===== src/rtl/pipe_scoreboard_if.sv =====
// rtl/pipe_scoreboard_if.sv - decode-side issue/hazard bundle for pipe_scoreboard
//
// Purpose: groups the decode-stage issue signals and the scoreboard's hazard
// outputs into one bundle.
//   master modport (decode): drives issue_* and flush, receives stall/fwd/count
//   slave modport (scoreboard): the reverse
// Signals:
//   issue_valid            instruction presented at decode
//   issue_rs, issue_rt     source register indices (REG_AW)
//   issue_rs_used/rt_used  matching source is actually read
//   issue_wr_en, issue_rd  destination write enable / index
//   issue_is_load          instruction is a memory load
//   flush                  kill the issuing instruction and the stage-1 entry
//   stall                  hold fetch/decode this cycle
//   fwd_a, fwd_b           forwarding source for rs/rt (0 = regfile, k = stage k)
//   stall_cnt              saturating count of stalled cycles (CNT_W)
interface pipe_scoreboard_if #(
  parameter int REG_AW = 5,
  parameter int DEPTH  = 3,
  parameter int CNT_W  = 16
);
  localparam int FW = $clog2(DEPTH + 1);

  logic              issue_valid;
  logic [REG_AW-1:0] issue_rs;
  logic [REG_AW-1:0] issue_rt;
  logic              issue_rs_used;
  logic              issue_rt_used;
  logic              issue_wr_en;
  logic [REG_AW-1:0] issue_rd;
  logic              issue_is_load;
  logic              flush;
  logic              stall;
  logic [FW-1:0]     fwd_a;
  logic [FW-1:0]     fwd_b;
  logic [CNT_W-1:0]  stall_cnt;

  modport master (
    output issue_valid, issue_rs, issue_rt, issue_rs_used, issue_rt_used,
    output issue_wr_en, issue_rd, issue_is_load, flush,
    input  stall, fwd_a, fwd_b, stall_cnt
  );

  modport slave (
    input  issue_valid, issue_rs, issue_rt, issue_rs_used, issue_rt_used,
    input  issue_wr_en, issue_rd, issue_is_load, flush,
    output stall, fwd_a, fwd_b, stall_cnt
  );
endinterface


===== src/rtl/pipe_scoreboard.sv =====
// rtl/pipe_scoreboard.sv - in-order pipeline register scoreboard with stall/forward control
//
// Purpose: tracks destination registers of instructions in flight (stages
// 1..DEPTH after issue) and decides, for the instruction at decode, whether
// it must stall or which stage its sources forward from.
// Ports:
//   clk   single clock, rising edge
//   rst   synchronous active-high reset
//   sb    pipe_scoreboard_if.slave (issue inputs, flush, stall, fwd_a/b, stall_cnt)
// Configuration macro: PIPE_SCOREBOARD_FORWARD_EN
//   defined   : stall only on load-use against stage 1; other hazards forward
//   undefined : stall on any hazard in stages 1..DEPTH-1; fwd_a/fwd_b tied 0
module pipe_scoreboard #(
  parameter int REG_AW = 5,
  parameter int DEPTH  = 3,
  parameter int CNT_W  = 16
) (
  input logic            clk,
  input logic            rst,
  pipe_scoreboard_if.slave sb
);
  localparam int FW = $clog2(DEPTH + 1);
  localparam logic [CNT_W-1:0] CNT_MAX = {CNT_W{1'b1}};

  // The stage-DEPTH entry is invisible to hazard logic (the register file
  // writes through), so only stages 1..DEPTH-1 are held; the entry leaving
  // stage DEPTH-1 simply retires through the untracked last stage.
  logic [DEPTH-1:1] valid_q;
  logic [REG_AW-1:0] rd_q [1:DEPTH-1];
`ifdef PIPE_SCOREBOARD_FORWARD_EN
  // Only a stage-1 load can create a stall, so deeper load flags are not kept.
  logic load_s1_q;
`endif
  logic [CNT_W-1:0] cnt_q;

  logic [DEPTH-1:1] match_a;
  logic [DEPTH-1:1] match_b;
  logic             issue_ok;
  logic             stall_c;
  logic [FW-1:0]    fwd_a_c;
  logic [FW-1:0]    fwd_b_c;

  // An instruction can only stall while it is actually presented and not killed.
  assign issue_ok = sb.issue_valid & ~sb.flush;

  always_comb begin
    match_a = '0;
    match_b = '0;
    for (int k = 1; k <= DEPTH - 1; k++) begin
      match_a[k] = valid_q[k] && (rd_q[k] == sb.issue_rs) && sb.issue_rs_used &&
                   (sb.issue_rs != '0);
      match_b[k] = valid_q[k] && (rd_q[k] == sb.issue_rt) && sb.issue_rt_used &&
                   (sb.issue_rt != '0);
    end
  end

`ifdef PIPE_SCOREBOARD_FORWARD_EN
  always_comb begin
    stall_c = issue_ok & load_s1_q & (match_a[1] | match_b[1]);
    fwd_a_c = '0;
    fwd_b_c = '0;
    // Scan oldest to youngest so the youngest (lowest stage) producer wins.
    for (int k = DEPTH - 1; k >= 1; k--) begin
      if (match_a[k]) fwd_a_c = FW'(k);
      if (match_b[k]) fwd_b_c = FW'(k);
    end
  end
`else
  always_comb begin
    stall_c = issue_ok & ((|match_a) | (|match_b));
    fwd_a_c = '0;
    fwd_b_c = '0;
  end
`endif

  always_ff @(posedge clk) begin
    if (rst) begin
      valid_q <= '0;
      cnt_q   <= '0;
`ifdef PIPE_SCOREBOARD_FORWARD_EN
      load_s1_q <= 1'b0;
`endif
    end else begin
      // Stage 1 takes the issuing instruction only when it really leaves
      // decode; writes to r0 are never tracked.
      valid_q[1] <= issue_ok & ~stall_c & sb.issue_wr_en & (sb.issue_rd != '0);
      rd_q[1]    <= sb.issue_rd;
`ifdef PIPE_SCOREBOARD_FORWARD_EN
      load_s1_q  <= sb.issue_is_load;
`endif
      // Flush also kills the entry moving from stage 1 into stage 2.
      for (int k = 2; k <= DEPTH - 1; k++) begin
        valid_q[k] <= valid_q[k-1] & ~(sb.flush & (k == 2));
        rd_q[k]    <= rd_q[k-1];
      end
      if (stall_c && (cnt_q != CNT_MAX)) begin
        cnt_q <= cnt_q + 1'b1;
      end
    end
  end

  assign sb.stall     = stall_c;
  assign sb.fwd_a     = fwd_a_c;
  assign sb.fwd_b     = fwd_b_c;
  assign sb.stall_cnt = cnt_q;
endmodule


===== src/flat_wrapper.sv =====
// flat-port wrapper written by rule: the top's interface ports become plain ports
module pipe_scoreboard_flat 
#(
  parameter int REG_AW = 5,
  parameter int DEPTH  = 3,
  parameter int CNT_W  = 16
)
  (clk, rst, sb_issue_valid, sb_issue_rs, sb_issue_rt, sb_issue_rs_used, sb_issue_rt_used, sb_issue_wr_en, sb_issue_rd, sb_issue_is_load, sb_flush, sb_stall, sb_fwd_a, sb_fwd_b, sb_stall_cnt);
  pipe_scoreboard_if #(.REG_AW(REG_AW), .DEPTH(DEPTH), .CNT_W(CNT_W)) sb_i ();
  input logic clk;
  input logic rst;
  input wire logic [$bits(sb_i.issue_valid)-1:0] sb_issue_valid;
  input wire logic [$bits(sb_i.issue_rs)-1:0] sb_issue_rs;
  input wire logic [$bits(sb_i.issue_rt)-1:0] sb_issue_rt;
  input wire logic [$bits(sb_i.issue_rs_used)-1:0] sb_issue_rs_used;
  input wire logic [$bits(sb_i.issue_rt_used)-1:0] sb_issue_rt_used;
  input wire logic [$bits(sb_i.issue_wr_en)-1:0] sb_issue_wr_en;
  input wire logic [$bits(sb_i.issue_rd)-1:0] sb_issue_rd;
  input wire logic [$bits(sb_i.issue_is_load)-1:0] sb_issue_is_load;
  input wire logic [$bits(sb_i.flush)-1:0] sb_flush;
  output wire logic [$bits(sb_i.stall)-1:0] sb_stall;
  output wire logic [$bits(sb_i.fwd_a)-1:0] sb_fwd_a;
  output wire logic [$bits(sb_i.fwd_b)-1:0] sb_fwd_b;
  output wire logic [$bits(sb_i.stall_cnt)-1:0] sb_stall_cnt;
  assign sb_i.issue_valid = sb_issue_valid;
  assign sb_i.issue_rs = sb_issue_rs;
  assign sb_i.issue_rt = sb_issue_rt;
  assign sb_i.issue_rs_used = sb_issue_rs_used;
  assign sb_i.issue_rt_used = sb_issue_rt_used;
  assign sb_i.issue_wr_en = sb_issue_wr_en;
  assign sb_i.issue_rd = sb_issue_rd;
  assign sb_i.issue_is_load = sb_issue_is_load;
  assign sb_i.flush = sb_flush;
  assign sb_stall = sb_i.stall;
  assign sb_fwd_a = sb_i.fwd_a;
  assign sb_fwd_b = sb_i.fwd_b;
  assign sb_stall_cnt = sb_i.stall_cnt;
  pipe_scoreboard #(.REG_AW(REG_AW), .DEPTH(DEPTH), .CNT_W(CNT_W)) u_core (.clk(clk), .rst(rst), .sb(sb_i));
endmodule

===== config.mk =====
export PLATFORM = sky130hd
export DESIGN_NAME = pipe_scoreboard_flat
export DESIGN_NICKNAME = d
export VERILOG_FILES = /design/src/rtl/pipe_scoreboard_if.sv /design/src/rtl/pipe_scoreboard.sv /design/src/flat_wrapper.sv
export SDC_FILE = /design/constraint.sdc
export NUM_CORES = 1
export LEC_CHECK = 0
export ABC_AREA = 1
export CELL_PAD_IN_SITES_DETAIL_PLACEMENT = 0
export CELL_PAD_IN_SITES_GLOBAL_PLACEMENT = 2
export CORE_MARGIN = 2
export CORE_UTILIZATION = 24
export CTS_CLUSTER_SIZE = 40
export DETAILED_ROUTE_END_ITERATION = 7
export PLACE_DENSITY_LB_ADDON = 0.25
export RECOVER_POWER = 50
export SETUP_SLACK_MARGIN = 0.02
export SYNTH_ARGS = -nofsm -noshare
export SYNTH_HDL_FRONTEND = slang
export SYNTH_SLANG_ARGS = --single-unit
export TNS_END_PERCENT = 100

===== constraint.sdc =====
create_clock -name clk -period 1.5 [get_ports clk]
set_input_delay 0.3 -clock clk [delete_from_list [all_inputs] [get_ports clk]]
set_output_delay 0.3 -clock clk [all_outputs]
set_load 0.005 [all_outputs]

# ---- Word level (Yosys, flattened, before mapping)
# Memories as Yosys holds them, arrays and structs flattened.
# Index checks and enable logic that the tools add are counted.
dict set report op_classes {
  n_mux 1
  n_addsub 1
  n_eq_ne 5
  n_reduce_logical 18
  n_bitwise 9
}
# op count
set op_table {}
lappend op_table {{$eq 5x5->1} 4}
lappend op_table {{$add 16x1->16 const B} 1}
lappend op_table {{$ne 16x16->1 const B} 1}
lappend op_table {{$reduce_bool 5->1} 3}
lappend op_table {{$logic_and 1x1->1} 13}
lappend op_table {{$and 1x1->1} 6}
lappend op_table {{$reduce_or 2->1} 2}
lappend op_table {{$not 1->1} 2}
lappend op_table {{$mux 1} 1}
lappend op_table {{$or 1x1->1} 1}
dict set report totals {
  ff_bits 18
  inputBits 23
  mem_bits_rw 10
  memories 1
  wordCells 37
  out_inout_bits 21
}
# memory words word_bits rd rd_clocked_by_memory_dff wr line_no
set memory_table {}
lappend memory_table {u_core.rd_q 2 5 2 0 2 pipe_scoreboard.sv:29} ;# logic [REG_AW-1:0] rd_q [1:DEPTH-1];

# ---- Logic depth before layout (Yosys ltp)
# An unclocked memory read counts as a cell.
dict set report logic_depth {
  word_depth 12
  depth_mapped 12
  ltp_nobuf 12
}

# ---- Least setup slack after synthesis
# Ideal clock, no wire load.
dict set report synth_timing {
  kind {register to register}
  start {register u_core.cnt_q[0], in the netlist u_core.sb.stall_cnt[0]}
  end {register u_core.cnt_q[8], in the netlist u_core.sb.stall_cnt[8]}
  setup_slack_ns -0.107
  path_buffers 1
  setup_time_ns 0.070
  required_ns 1.430
  arrival_time_ns 1.536
  stages_incl_launch_ff 11
  synth_period_minus_slack_ns 1.607
  path_cell_list {dfxtp_1 > ha_1 > nand3_2 > inv_2 > nand2_2 > nor3_4 > nand3_4 > nand3_4 > buf_12 > nand2_2 > a21oi_2}
}
dict set report synth_between {
  elab_chain_len 2
  word_cells_on_any_way 3
  classes_between {1 x add/sub; 1 x eq/ne; 1 x reduce/logical}
}
# item line_no
set synth_rtl {}
lappend synth_rtl {{start, declared} pipe_scoreboard.sv:34} ;# logic [CNT_W-1:0] cnt_q;
lappend synth_rtl {{start signal, assigned} pipe_scoreboard.sv:97} ;# cnt_q <= cnt_q + 1'b1;
lappend synth_rtl {{parallel branches: the longest is 2 deep, another holds $add 16x1->16} n/a}
# Parallel ways; which one is timed is not known.
# A chain may end at the register's enable or synchronous reset.

==> run_results.csv <==
group,metric,value,unit
outcome,run_status,"finished, violations left",
outcome,violations,"negative setup slack",
place,pre_cts_ws,-0.868,ns
cells_and_area,area_growth_syn_to_layout,50.6,%
sta,postLayoutSetupSlackWorst,-0.334,ns
worst_setup_path,critical_r2r_launch,"u_core.rd_q[1][1]",
place,place.detailed.hpwl,4310,um
clock_tree,hold_buffers,0,
cells_and_area,final_cell_area,0.00284,mm^2
global_route,first_global_vias,1895,
global_route,largest_net_degree_at_the_start_of_global_routing,17,
worst_setup_path,timing.critical_path.fanout_max,4,
sta,fin_skew,0.0102,ns
worst_setup_path,critPathKind,"reg -> out",
sta,setup_tns,-3.66,ns
worst_setup_path,ff2ff_path_depth,14,
yosys,syn_area,0.00189,mm^2
floorplan,die_area,0.00859,mm^2
floorplan,dieWidth,92.7,um
sta,min_period_over_period,1.22,
min_path,hold_path_end,"u_core.rd_q[2][0]",
place,placedInstanceArea,0.00264,mm^2
sta,rsz0062_at_grt,"true",
clock_tree,numClockSinks,28,
yosys,synth-edff-count,10,
power_and_ir_drop,totalPowerFinal,1.63,mW
yosys,synth-async-reset-ratio,0,
yosys,yosys_warnings,0,
cells_and_area,most_common_cell_after_layout_fill_and_taps_aside,"sky130_fd_sc_hd__nand2_1",
worst_setup_path,timing.critical_path.cells,"inv_1 -> nand2_1 -> nand2_1 -> nor2_2 -> nand3_1 -> nand2_1 -> nand2_1 -> nand2_2 -> nand2_2 -> inv_2 -> buf_6",
min_path,holdCritStartpoint,"u_core.rd_q[1][0]",
min_path,holdCritPathClass,"reg -> reg",
global_route,globalRoute.totalOverflow,0,
yosys,synth.lib_cells_used.distinct,27,
cells_and_area,layout.cells.most_common_list,"sky130_fd_sc_hd__nand2_1, sky130_fd_sc_hd__buf_4, sky130_fd_sc_hd__nor2_1",
sta,worst_rel_slew_slack,0.658,
worst_setup_path,worst_setup_path_start_kind,"register",
worst_setup_path,critical_path.slowest_cell,"sky130_fd_sc_hd__edfxtp_1",
yosys,yosys-top-cells-area,"sky130_fd_sc_hd__dfxtp_1, sky130_fd_sc_hd__nand2_1, sky130_fd_sc_hd__edfxtp_1",
floorplan,floorplan.rows,32,
cells_and_area,nets,382,
cells_and_area,antennaDiodeCount,0,
routing,wl,5620,um
place,gp_routability_congestion,0.834,
routing,drt.antenna.violating_nets,0,
routing,routed_wire_length_per_instance,12.2,um
power_and_ir_drop,worst_ir_drop_vdd,327,uV
clock_tree,clk_path_buf_depth,2,
min_path,worst_hold_path.num_cells,0,
cells_and_area,drive_gt1_frac,0.289,
clock_tree,cts_made_buffers,3,
worst_setup_path,reg2reg_slack,-0.27,ns
floorplan,top_ports,44,
floorplan,core_area,0.00769,mm^2
clock_tree,cts.clk_slew.worst_paths,0.10,ns
routing,remaining_drc_errors,0,
clock_tree,worst_skew_pair.late_latency,0.28,ns
worst_setup_path,crit_path_max_incr_delay,0.44,ns
sta,final_hold_violations,0,
floorplan,chipHeight,92.7,um
worst_setup_path,end_kind,"output pin",
global_route,global_route.usage.total,0.136,
power_and_ir_drop,total_leakage_power,1.38,nW
yosys,synth-seq-cells,28,
worst_setup_path,worstSetupStartpoint,"u_core.rd_q[1][1]",
sta,worstMarginPinSlew,0.512,ns
sta,finalSetupViolations,17,
power_and_ir_drop,power_per_cell_area,574,mW/mm^2
yosys,synth_area_leader_cell,"sky130_fd_sc_hd__dfxtp_1",
place,port_buffer_count,38,
yosys,number_of_instances_in_the_synthesized_netlist,275,
floorplan,effective_utilization_at_floorplan,0.245,
sta,timing.fmax,0.545,GHz
routing,first_iter_violations,53,
job,max_cap_violations,0,
clock_tree,tritoncts,"built",
worst_setup_path,crit-reg2reg-capture,"u_core.sb.stall_cnt[0]",
worst_setup_path,worst-endpoint-arrival,1.53,ns
yosys,avgSynthCellArea,6.86,um^2
yosys,synth.yosys.seq_area_share,0.350,
routing,viasPerCell,4.21,
global_route,number_of_antenna_violations_at_the_first_check_in_global_routing,0,
worst_setup_path,worst_ep_required_time,1.20,ns
yosys,synth.top_cell.area_share,0.191,
yosys,postSynth.topFlopCell,"sky130_fd_sc_hd__dfxtp_1",
cells_and_area,post_route_core_utilization,0.370,
sta,report.final.slew_viol_count,0,
global_route,grt_pass1_wl,9280,um
worst_setup_path,critical_path.most_common_cell,"sky130_fd_sc_hd__nand2_1",
routing,routed-via-count,1934,
clock_tree,clock_tree.root_cell,"sky130_fd_sc_hd__clkbuf_8",
sta,min_period,1.83,ns
clock_tree,cts_max_level,1,
routing,firstDrtPassIters,4,
==> synth_stat cells (all sizes together) (2+ instances only) <==
cell,count
nand2,97
nor2,36
inv,34
dfxtp,18
nand4,18
nand3,15
a21oi,13
edfxtp,10
buf,7
nor3,6
xor2,6
xnor2,5
o21ai,4
clkbuf,2
==> per-layer routing <==
metal  GRT usage  up-vias  part of all wire
li1            -     1034                 -
met1       0.207      856              0.53
met2       0.201       40              0.41
met3      0.0220        4             0.047
met4      0.0331        0            0.0078
met5           0        -                 0
==> worst max path at each step <==
stage / end / slack [ns] / cells after the start
after detailed placement: sb_stall / -0.87 / 12
after global placement: sb_stall / -0.91 / 12
after CTS: sb_stall / -0.34 / 11
after floorplan: u_core.sb.stall_cnt[8] / -0.02 / 10
final: sb_stall / -0.33 / 11
after global routing: sb_stall / -0.48 / 10
==> registers in the layout, indices dropped and copies added, names as in the netlist <==
name and count:
u_core.rd_q 10, u_core.sb.stall_cnt 16, u_core.valid_q 2
==> critical path, delay by kind of cell (launching register included) <==
| family | cells | cell delay (ns) |
|---|---|---|
| and+or+nand+nor | 8 | 0.59 |
| DFF | 1 | 0.44 |
| buffers and inverters | 3 | 0.24 |
==> kinds of logic (layout without fill, tap and decap cells) <==
family / Yosys count / in the layout / synth area share
AO/OA/AOI/OAI: 18 / 18 / 0.0650
XOR/XNOR: 11 / 11 / 0.0511
adder cells (fa/ha/maj): 1 / 1 / 0.00663
buffers and inverters: 43 / 122 / 0.103
flip-flops: 28 / 28 / 0.350
other: 1 / 4 / 0.00199
AND/OR/NAND/NOR: 173 / 173 / 0.422
==> stage by stage <==
stage | std cells | hold slack, ns
after detailed placement | 442 | 0.443
final | 459 | 0.482
after CTS | 454 | 0.477
after global routing | 459 | 0.498
after global placement | 442 | 0.434
after floorplan | 278 | 0.369
==> layout make-up <==
cell class / count / area (um^2)
multi-input cells: 207 / 1080
well taps: 102 / 128
clock inverters: 1 / 30.0
flip-flops and latches: 28 / 696
clock buffers: 3 / 41.3
inverters: 34 / 128
repair buffers: 84 / 742
fillers: 861 / 4850
==> power by group <==
group	switching (mW)	internal (mW)
logic	0.113	0.0844
clock network	0.254	0.358
registers	0.0232	0.800
total	0.389	1.24
==> what timing repair did <==
action	CTS	global route
gates resized for setup	52	7
pin swaps	3	3
hold endpoints to repair	0	0
buffers inserted	8	5
setup endpoints to repair	34	22
Power figures use the tool's default switching activity.
